## src/rtl/seq_multiplier.sv

```systemverilog
// Sequential shift-add multiplier for MUL/MULH/MULHSU/MULHU.
// One product bit per BUSY cycle, fixed N-cycle latency, valid/ready handshakes.
module seq_multiplier #(
    parameter int unsigned N = 32
) (
    input  logic         clk,
    input  logic         rst,
    input  logic         in_valid,
    output logic         in_ready,
    input  logic [N-1:0] operand_a,
    input  logic [N-1:0] operand_b,
    input  logic [1:0]   op,
    output logic         out_valid,
    input  logic         out_ready,
    output logic [N-1:0] result
);

    localparam int unsigned CW = (N > 1) ? $clog2(N) : 1;
    localparam int unsigned W2 = 2 * N;

    localparam logic [1:0] OP_MUL    = 2'd0;
    localparam logic [1:0] OP_MULH   = 2'd1;
    localparam logic [1:0] OP_MULHSU = 2'd2;

    typedef enum logic [1:0] {
        IDLE = 2'd0,
        BUSY = 2'd1,
        DONE = 2'd2
    } state_e;

    state_e          state_q, state_d;
    logic [CW-1:0]   cnt_q, cnt_d;
    logic [W2-1:0]   acc_q, acc_d;
    logic [W2-1:0]   mcand_q, mcand_d;
    logic [N-1:0]    mplier_q, mplier_d;
    logic            neg_q, neg_d;
    logic [1:0]      op_q, op_d;
    logic [N-1:0]    result_q, result_d;
    logic            out_valid_q, out_valid_d;

    logic            a_neg, b_neg;
    logic [N-1:0]    a_mag, b_mag;
    logic [W2-1:0]   step_sum;
    logic [W2-1:0]   prod;

    // Held low during reset so a request is never offered while the block is being cleared.
    assign in_ready  = (state_q == IDLE) && !rst;
    assign out_valid = out_valid_q;
    assign result    = result_q;

    always_comb begin
        state_d     = state_q;
        cnt_d       = cnt_q;
        acc_d       = acc_q;
        mcand_d     = mcand_q;
        mplier_d    = mplier_q;
        neg_d       = neg_q;
        op_d        = op_q;
        result_d    = result_q;
        out_valid_d = out_valid_q;
        a_neg       = 1'b0;
        b_neg       = 1'b0;
        a_mag       = '0;
        b_mag       = '0;
        step_sum    = '0;
        prod        = '0;

        case (state_q)
            IDLE: begin
                if (in_valid && in_ready) begin
                    // The most-negative value negates to itself, which read unsigned is 2^(N-1).
                    a_neg    = ((op == OP_MULH) || (op == OP_MULHSU)) && operand_a[N-1];
                    b_neg    = (op == OP_MULH) && operand_b[N-1];
                    a_mag    = a_neg ? (~operand_a + N'(1)) : operand_a;
                    b_mag    = b_neg ? (~operand_b + N'(1)) : operand_b;
                    mcand_d  = {{N{1'b0}}, a_mag};
                    mplier_d = b_mag;
                    neg_d    = a_neg ^ b_neg;
                    op_d     = op;
                    acc_d    = '0;
                    cnt_d    = '0;
                    state_d  = BUSY;
                end
            end
            BUSY: begin
                step_sum = acc_q + (mplier_q[0] ? mcand_q : {W2{1'b0}});
                acc_d    = step_sum;
                mcand_d  = mcand_q << 1;
                mplier_d = mplier_q >> 1;
                cnt_d    = cnt_q + CW'(1);
                if (cnt_q == CW'(N - 1)) begin
                    prod        = neg_q ? (~step_sum + W2'(1)) : step_sum;
                    result_d    = (op_q == OP_MUL) ? prod[N-1:0] : prod[W2-1:N];
                    out_valid_d = 1'b1;
                    cnt_d       = '0;
                    state_d     = DONE;
                end
            end
            DONE: begin
                if (out_ready) begin
                    out_valid_d = 1'b0;
                    state_d     = IDLE;
                end
            end
            default: begin
                state_d     = IDLE;
                out_valid_d = 1'b0;
            end
        endcase
    end

    always_ff @(posedge clk) begin
        if (rst) begin
            state_q     <= IDLE;
            cnt_q       <= '0;
            acc_q       <= '0;
            mcand_q     <= '0;
            mplier_q    <= '0;
            neg_q       <= 1'b0;
            op_q        <= '0;
            result_q    <= '0;
            out_valid_q <= 1'b0;
        end else begin
            state_q     <= state_d;
            cnt_q       <= cnt_d;
            acc_q       <= acc_d;
            mcand_q     <= mcand_d;
            mplier_q    <= mplier_d;
            neg_q       <= neg_d;
            op_q        <= op_d;
            result_q    <= result_d;
            out_valid_q <= out_valid_d;
        end
    end

endmodule

```

## config.mk

```make
export PLATFORM = sky130hd
export DESIGN_NAME = seq_multiplier
export DESIGN_NICKNAME = d
export VERILOG_FILES = /design/src/rtl/seq_multiplier.sv
export SDC_FILE = /design/constraint.sdc
export NUM_CORES = 1
export LEC_CHECK = 0
export ABC_AREA = 1
export CAP_MARGIN = 20
export CORE_ASPECT_RATIO = 1.25
export CORE_MARGIN = 5
export CORE_UTILIZATION = 45
export DETAILED_ROUTE_END_ITERATION = 16
export PLACE_DENSITY = 0.71
export REMOVE_ABC_BUFFERS = 1
export SLEW_MARGIN = 5
export SYNTH_ARGS = -nofsm -noshare
export SYNTH_HDL_FRONTEND = slang
export SYNTH_SLANG_ARGS = --single-unit
export TNS_END_PERCENT = 5
```

## constraint.sdc

```tcl
create_clock -name clk -period 7.45 [get_ports clk]
set_input_delay 1.49 -clock clk [delete_from_list [all_inputs] [get_ports clk]]
set_output_delay 1.49 -clock clk [all_outputs]
set_load 0.02 [all_outputs]
```

; Yosys cells after proc, flatten, opt, wreduce, memory -nomap -nowiden
; Index checks and enable logic that the tools add are counted.
[totals]
input_bits = 70
register_bits = 203
[op_classes]
addsub = 5
eq_ne = 8
reduce_logical = 14
n_bitwise = 5
mux = 21
[op_table]
columns = cell, n
row1 = $mux 64, 4
row2 = $pmux 64 s2, 2
row3 = $mux 32, 4
row4 = $add 32x1->32 const B, 2
row5 = $add 64x1->64 const B, 1
row6 = $add 64x64->64, 1
row7 = $not 32->32, 2
row8 = $not 64->64, 1
row9 = $pmux 32 s2, 1
row10 = $mux 5, 2
row11 = $pmux 5 s2, 1
row12 = $mux 2, 3
row13 = $pmux 2 s3, 1
row14 = $reduce_and 2->1, 3
row15 = $reduce_and 3->1, 2
row16 = $add 5x1->5 const B, 1
row17 = $eq 5x5->1 const B, 1
row18 = $eq 2x1->1 const B, 2
row19 = $eq 2x2->1 const B, 2
row20 = $logic_and 1x1->1, 4
row21 = $logic_not 2->1, 2
row22 = $ne 2x2->1 const B, 2
row23 = $pmux 1 s3, 1
row24 = $mux 1, 2
row25 = 6 further kinds, 6

; Longest topological paths before layout
; Gate-level depths: netlist (run 1).
[depth]
ltp_word = 6
mapped_depth = 29
depth_no_buf = 27

; Worst setup path after synthesis (run 1)
; Ideal clock, no wire load.
[synth_path]
kind = input -> output
startpoint = input rst
endpoint = output in_ready
slack_ps = 3968
n_path_buf = 0
required_time_ps = 5960
stages = 1
t_arrival_ps = 1992
path_cell_list = nor3_1
[synth_via]
elab_chain_len = 2
[synth_lines]
columns = element, line
row1 = start: declaration, 7  ; input logic rst,
row2 = $logic_not 1->1, 47  ; assign in_ready = (state_q == IDLE) && !rst;
row3 = $logic_and 1x1->1, 47
row4 = end: declaration, 9  ; output logic in_ready,
; Every way passes these cells.

; Worst setup path in the final report (run 1)
[layout_path]
startpoint = register mplier_q[0]
endpoint = register result_q[13], in the netlist result[13]
[layout_via]
elab_chain_len = 6
[layout_lines]
columns = element, line
row1 = start: declaration, 35  ; logic [N-1:0] mplier_q, mplier_d;
row2 = start signal: assignment, 128  ; mplier_q <= mplier_d;
row3 = $mux 64 (*), 86  ; step_sum = acc_q + (mplier_q[0] ? mcand_q : {W2{1'b0}});
row4 = $add 64x64->64 (*), 86
row5 = $not 64->64, 92  ; prod = neg_q ? (~step_sum + W2'(1)) : step_sum;
row6 = $add 64x1->64, 92
row7 = $mux 64 (*), 92
row8 = $mux 32 (*), 93  ; result_d = (op_q == OP_MUL) ? prod[N-1:0] : prod[W2-1:N];
row9 = end signal: assignment, 131  ; result_q <= result_d;
row10 = end: declaration, 38  ; logic [N-1:0] result_q, result_d;
; Mark *: on every way between the ends. The rest lies on a longest branch, timed or not.
; A chain may end at the register's enable or synchronous reset.

==> results of run 1 <==
[logic make-up after synthesis]
| logic type | Yosys count |
|---|---|
| AOI/OAI and AO/OA | 471 |
| xor gates and xnor gates | 17 |
| adders and majority gates | 70 |
| buffers and inverters | 605 |
| DFF | 203 |
| and+or+nand+nor | 1955 |
[synthesized netlist by cell type, types with 31 or more instances]
library cell     n
ha_1            69
dfxtp_1        203
nand2_1       1260
a31oi_1         65
nand3_1        209
a21oi_1        249
nor2_1         227
nor2_2          43
nand2_2         61
nor3_1          31
clkbuf_1        77
inv_1          478
o21ai_0        114
[worst max-delay path: stages, from the launching register on]
cell,delay [ps]
dfxtp_2,690
nand2_1,100
inv_1,80
ha_1,230
inv_1,70
fa_1,420
inv_1,140
nand3_1,80
nand2_1,110
nand3_1,120
nand3_2,190
nand2_2,80
nand2_2,110
nand2_1,100
nand2_1,80
nand2_1,50
nand2_1,210
nand2_1,120
nor2_1,200
nand2_1,90
nand2_1,80
nand2_2,110
nor2_2,180
nand2_1,100
nand3_1,170
nand3_1,110
nand2_1,70
[layer usage]
metal	routed length, um	track usage (%)	share of wire [%]
met1	25400	32.4	41
met2	30200	46.7	49
met3	3530	2.68	5.7
met4	3130	11.6	5.0
met5	0	0	0
[final timing paths]
path / cells past startpoint / to / slack (ps)
worst max register to register: 26 / result[13]$_SDFFE_PP0P_ / 3260
worst min register to register: 2 / result[0]$_SDFFE_PP0P_ / 460
worst max-delay path: 26 / result[13]$_SDFFE_PP0P_ / 3260
worst min-delay path: 2 / result[0]$_SDFFE_PP0P_ / 460
[metrics by stage]
stage          power (mW)  hold slack [ps]
2_1_floorplan        1.45              435
3_3_place_gp         1.64              446
3_5_place_dp         1.64              448
4_1_cts              2.77              457
5_1_grt              2.87              480
6_report             2.75              459
[layout make-up]
class / instances / area (um^2)
fill: 4494 / 20300
multi-input combinational: 2513 / 12100
sequential: 203 / 4070
inverter: 506 / 1900
timing repair buffer: 117 / 1130
tap: 552 / 691
clock buffer: 33 / 663
clock inverter: 7 / 67.6
[registers in the layout (all words and copies together) (netlist names)]
register and flops:
mplier_q 32, result 32, cnt_q 5, neg_q 1
out_valid 1, acc_q 64, op_q 2, state_q 2
mcand_q 64
[power by group]
part	total [mW]	leakage [nW]	switching, mW	internal, mW
clock network	1.13	0.364	0.478	0.651
registers	1.13	1.64	0.0208	1.11
logic	0.487	8.59	0.336	0.150
==> summary.md, run 1 <==
| Metric | Value |
|---|---|
| Seq/Total Area, Yosys | `21.9%` |
| Max-cap violations | `0` |
| Share of layout cells above drive strength 1 | `under 10%` |
| Reg-to-reg startpoint | `mplier_q[0]$_SDFFE_PP0P_` |
| Setup Fix Bufs, Post-CTS | `0` |
| I/O pins | `~100` |
| Total track usage | `a little over a quarter` |
| CTS tree | `done` |
| Setup TNS | `0 ps` |
| Main combinational cell family by area after synthesis | `simple AND/OR/NAND/NOR gates` |
| Most common cell after layout, fill and taps aside | `nand2_1` |
| Final instance area | `20600 um^2` |
| Max Slew Vio Count | `0` |
| Ys flop type | `dfxtp_1` |
| Num Clock Sinks | `between 200 and 250` |
| GPL Wtd Cong | `around 1.0` |
| Fin crit share | `between 50% and 60%` |
| Min setup slack post-route | `approximately 3300 ps` |
| Final Hold Viols | `0` |
| DP Wirelength | `about 50 mm` |
| Global-route wire length before repair | `a little under 100 mm` |
| DR WL/cell | `between 15 and 20 um` |
| Fmax | `~240 MHz` |
| Core area | `40900 um^2` |
| Largest area contributor in the netlist | `nand2_1` |
| Clk pin slew, worst setup/hold paths | `60 ps` |
| Die span in x | `around 190 um` |
| Clk root buf | `clkbuf_16` |
| Unrepaired setup endpoints after global routing | `false` |
| Leak | `about 11 nW` |
| Dominant cells by area after synthesis | `nand2_1 (26%), dfxtp_1 (22%), inv_1 (9.7%)` |
| Outcome | `complete, no violations` |
| Worst Tran Pin Value | `between 1000 and 1500 ps` |
| Max clock buf depth | `3` |
| P&R area growth vs syn | `11.2%` |
| Final setup skew | `around 20 ps` |
| Compound-Gate Fraction of Synth Area | `approximately 14%` |
| IO Port Bufs | `103` |
| Power Density | `134 nW/um^2` |
| Finished Core Util | `around 50%` |
| Die Y | `between 200 and 250 um` |
| Post-Synth Simple-Gate Area | `a little under half` |
| Largest net degree at the start of global routing | `91` |
| Most frequent cells in the layout | `nand2_1 (1260), inv_1 (478), a21oi_1 (249)` |
| Number of flops mapped to enable cells by yosys | `0` |
| Num CTS Buffers | `23` |
| Post-Layout Cell Count | `~3900` |
| Yosys reg bits | `between 200 and 250` |
| Cells after Synth | `roughly 3300` |
| Initial Util | `approximately 45%` |
| # nets final | `approximately 3500` |
| Row count | `between 80 and 90` |
| Tmin final | `4190 ps` |
| Crit end category | `flip-flop` |
| Arr. time, crit path | `~4700 ps` |
| CTS resizes | `0` |
| Final WL | `approximately 62 mm` |
| VDD IR max | `between 0.1 and 0.15 mV` |
| Mux cell area share after synthesis | `0%` |
| Die area | `45400 um^2` |
| Kind of critical path | `reg -> reg` |
| Async set-reset flop share out of synthesis | `0%` |
| DRC violations left | `0` |
| Dpl ws | `roughly 3100 ps` |
| H-Tree Depth | `1` |
| Req. time, crit path | `7930 ps` |
| Adder-cell area share of the yosys netlist | `4.77%` |
| Startpoint Class | `flip-flop` |
| Initial antenna violation count | `0` |
| Max Fanout on Critical Path | `33` |
| Top cell type's share of synthesized area | `about a quarter` |
| Xor/xnor share of the synthesized area | `less than 1%` |
| Antenna-violating nets left | `0` |
| Latest clock arrival within the worst-skew pair | `about 550 ps` |
| Via count | `~20000` |
| Ys Warns | `0` |
| Mapped Area | `18500 um^2` |
| Vias in the first global route | `18900` |
| Setup crit start | `mplier_q[0]$_SDFFE_PP0P_` |
| Initial DRC count | `around 1500` |
| Drt via density | `between 5 and 6` |
| Worst min-delay path category | `reg -> reg` |
| N_diodes | `0` |
| Placed cell count | `roughly 3900` |
| Mean Syn Cell Area | `about 5.6 um^2` |
| Worst Min Path Start | `result[0]$_SDFFE_PP0P_` |
| CTS Hold Bufs | `0` |
| Dpl cell area | `between 15000 and 20000 um^2` |
| Slew HR | `around a third` |
| Setup violators final | `0` |
| Distinct cell type count after synthesis | `52` |
| DRT Pass-1 Iters | `6` |
| Gr ovfl total | `0` |
Note: power is estimated with default switching activity, not from simulation.
==> inputs of run 2 (changes only) <==
clock period = 4.2 ns   (was 7.45 ns; I/O delays follow)
==> run 2 against run 1 <==
  * Count of clock-buffer cells in the layout fell by 1
  * Sequential share of layout area fell by 0.19 points
  * Fmax rose by 8.2%
  * Critical path depth rose by 1
  * Worst setup slack got worse by 2900 ps
  * Non-clock buffer count rose by 15
  * Highest routed layer unchanged
  * Critical path type unchanged
  * Register-to-register slack got worse by 2900 ps
==> summary.md, run 2 (synthesized netlist as in run 1, its figures left out) <==
| Metric | Value |
|---|---|
| Outcome | `complete, no violations (unchanged)` |
| Max clock buf depth | `3 (unchanged)` |
| Die area | `45400 um^2 (unchanged)` |
| # nets final | `3520 (was 3504)` |
| Largest net degree at the start of global routing | `157 (was 91)` |
| Most frequent cells in the layout | `nand2_1 (1260), inv_1 (478), a21oi_1 (249) (unchanged)` |
| IO Port Bufs | `103 (unchanged)` |
| H-Tree Depth | `1 (unchanged)` |
| Total track usage | `26.3% (was 26.5%)` |
| Arr. time, crit path | `4340 ps (was 4670 ps)` |
| Antenna-violating nets left | `0 (unchanged)` |
| Gr ovfl total | `0 (unchanged)` |
| Fmax | `258 MHz (was 239 MHz)` |
| Clk pin slew, worst setup/hold paths | `60 ps (about the same)` |
| Post-Layout Cell Count | `3949 (was 3931)` |
| Worst min-delay path category | `reg -> reg (unchanged)` |
| Global-route wire length before repair | `97.5 mm (was 97.8 mm)` |
| Leak | `10.7 nW (was 10.6 nW)` |
| Drt via density | `5.19 (was 5.21)` |
| Kind of critical path | `reg -> reg (unchanged)` |
| Req. time, crit path | `4670 ps (was 7930 ps)` |
| DR WL/cell | `15.7 um (was 15.8 um)` |
| Clk root buf | `clkbuf_16 (unchanged)` |
| CTS resizes | `0 (unchanged)` |
| Max-cap violations | `0 (unchanged)` |
| P&R area growth vs syn | `12.2% (was 11.2%)` |
| Initial antenna violation count | `0 (unchanged)` |
| Final instance area | `20800 um^2 (was 20600 um^2)` |
| VDD IR max | `0.242 mV (was 0.127 mV)` |
| Crit end category | `flip-flop (unchanged)` |
| Die span in x | `192 um (unchanged)` |
| Startpoint Class | `flip-flop (unchanged)` |
| Dpl ws | `454 ps (was 3100 ps)` |
| Reg-to-reg startpoint | `mplier_q[0]$_SDFFE_PP0P_ (unchanged)` |
| Die Y | `237 um (unchanged)` |
| Vias in the first global route | `18500 (was 18900)` |
| Initial DRC count | `1670 (was 1474)` |
| DRT Pass-1 Iters | `8 (was 6)` |
| Final setup skew | `12.1 ps (was 19.6 ps)` |
| Row count | `83 (unchanged)` |
| Crit. path cell count | `27 (was 26)` |
| Max stage delay cell, worst path | `fa_1 (was dfxtp_2)` |
| CTS tree | `done (unchanged)` |
| Setup crit start | `mplier_q[0]$_SDFFE_PP0P_ (unchanged)` |
| CTS Hold Bufs | `0 (unchanged)` |
| Share of layout cells above drive strength 1 | `8.01% (was 7.49%)` |
| Initial Util | `45.3% (unchanged)` |
| DRC violations left | `0 (unchanged)` |
| Global routing's busiest layer | `met2 (unchanged)` |
| Num CTS Buffers | `24 (was 23)` |
| Setup TNS | `0 ps (unchanged)` |
| Largest regs | `acc_q: 64 flops, mcand_q: 64 flops (unchanged)` |
| GPL Wtd Cong | `1.06 (was 1.02)` |
| Tmin final | `3870 ps (was 4190 ps)` |
| Dpl cell area | `20000 um^2 (was 19900 um^2)` |
| Num Clock Sinks | `203 (unchanged)` |
| Global Route met2 Usage | `45.3% (was 46.7%)` |
| CP dominant cell by count | `nand2_1 (unchanged)` |
| Top Family by Delay on Critical Path | `simple AND/OR/NAND/NOR gates (unchanged)` |
| Placed cell count | `3906 (was 3891)` |
| Fin Hold WS | `454 ps (was 459 ps)` |
| Final Hold Viols | `0 (unchanged)` |
| Met1 Usage GRT | `32.5% (was 32.4%)` |
| N_diodes | `0 (unchanged)` |
| CP max stage delay | `420 ps (was 690 ps)` |
| Worst Tran Pin Value | `1040 ps (was 1020 ps)` |
| Slew HR | `30.5% (was 31.9%)` |
| Max Slew Vio Count | `0 (unchanged)` |
| Worst Setup EP | `result[18]$_SDFFE_PP0P_ (was result[13]$_SDFFE_PP0P_)` |
| Latest clock arrival within the worst-skew pair | `550 ps (about the same)` |
| Unrepaired setup endpoints after global routing | `false (unchanged)` |
| Final WL | `62.0 mm (was 62.3 mm)` |
| Setup violators final | `0 (unchanged)` |
| Reg2reg setup slack | `330 ps (was 3260 ps)` |
| Power Density | `239 nW/um^2 (was 134 nW/um^2)` |
| Via count | `20500 (about the same)` |
| DP Wirelength | `49.3 mm (was 50.0 mm)` |
| Min setup slack post-route | `329 ps (was 3260 ps)` |
| R2R Path End | `result[18]$_SDFFE_PP0P_ (was result[13]$_SDFFE_PP0P_)` |
| Setup Fix Bufs, Post-CTS | `0 (unchanged)` |
| Reg2reg path depth | `27 (was 26)` |
| Most common cell after layout, fill and taps aside | `nand2_1 (unchanged)` |
| Grt met3 use | `2.70% (was 2.68%)` |
| Core area | `40900 um^2 (unchanged)` |
| Max Fanout on Critical Path | `65 (was 33)` |
| Fin crit share | `92.2% (was 56.2%)` |
| Buf+Inv Stages, Crit Path | `4 (was 3)` |
| I/O pins | `104 (unchanged)` |
-- run 2: metal layers --
layer,share of wire [%],routed length (um)
met5,0,0
met4,6.1,3790
met3,6.0,3700
met2,47,29300
met1,41,25200
-- run 2: where the power goes --
part / switching, mW / internal (mW) / leakage [nW]
Clock: 0.857 / 1.24 / 0.396
Combinational: 0.598 / 0.272 / 8.67
Sequential: 0.0319 / 1.98 / 1.64
-- run 2: worst min-delay path by stage --
stage	depth (start not counted)	end	startpoint	slack, ps
6_report	2	result[12]$_SDFFE_PP0P_	result[12]$_SDFFE_PP0P_	450
5_1_grt	2	result[12]$_SDFFE_PP0P_	result[12]$_SDFFE_PP0P_	480
4_1_cts	2	result[12]$_SDFFE_PP0P_	result[12]$_SDFFE_PP0P_	460
3_5_place_dp	2	result[12]$_SDFFE_PP0P_	result[12]$_SDFFE_PP0P_	450
3_3_place_gp	2	result[12]$_SDFFE_PP0P_	result[12]$_SDFFE_PP0P_	440
2_1_floorplan	2	mcand_q[63]$_SDFFE_PP0P_	mcand_q[63]$_SDFFE_PP0P_	440
-- run 2: final cells by class --
class	instances	area (um^2)
fillers	4493	20100
multi-input cells	2513	12100
flip-flops and latches	203	4070
inverters	506	1900
repair buffers	132	1270
well taps	552	691
clock buffers	32	671
clock inverters	11	120
-- run 2: worst reg2reg max path, cell delays in order (launching register included) --
cell,delay [ps]
dfxtp_2,340
buf_12,270
nand2_1,110
inv_1,60
ha_1,190
inv_1,70
fa_1,420
inv_1,130
nand3_1,80
nand2_1,110
nand2_1,70
nand2_2,100
nand2_1,80
nand2_1,80
nand2_1,100
nand2_1,110
nand2_1,110
nand3_1,90
nand2_1,140
nor2_1,160
nand2_1,100
nor2_1,190
nand3_1,100
nand2_1,90
nand2_1,70
nand2_1,60
nand3_1,180
a21oi_1,180
-- run 2: metrics by stage --
| stage | utilization [%] | total power [mW] |
|---|---|---|
| global route | 50.8 | 5.21 |
| floorplan | - | 2.58 |
| finish | 50.8 | 4.98 |
| CTS | 50.8 | 5.02 |
| global placement | 48.9 | 2.91 |
| detailed placement | 48.9 | 2.91 |
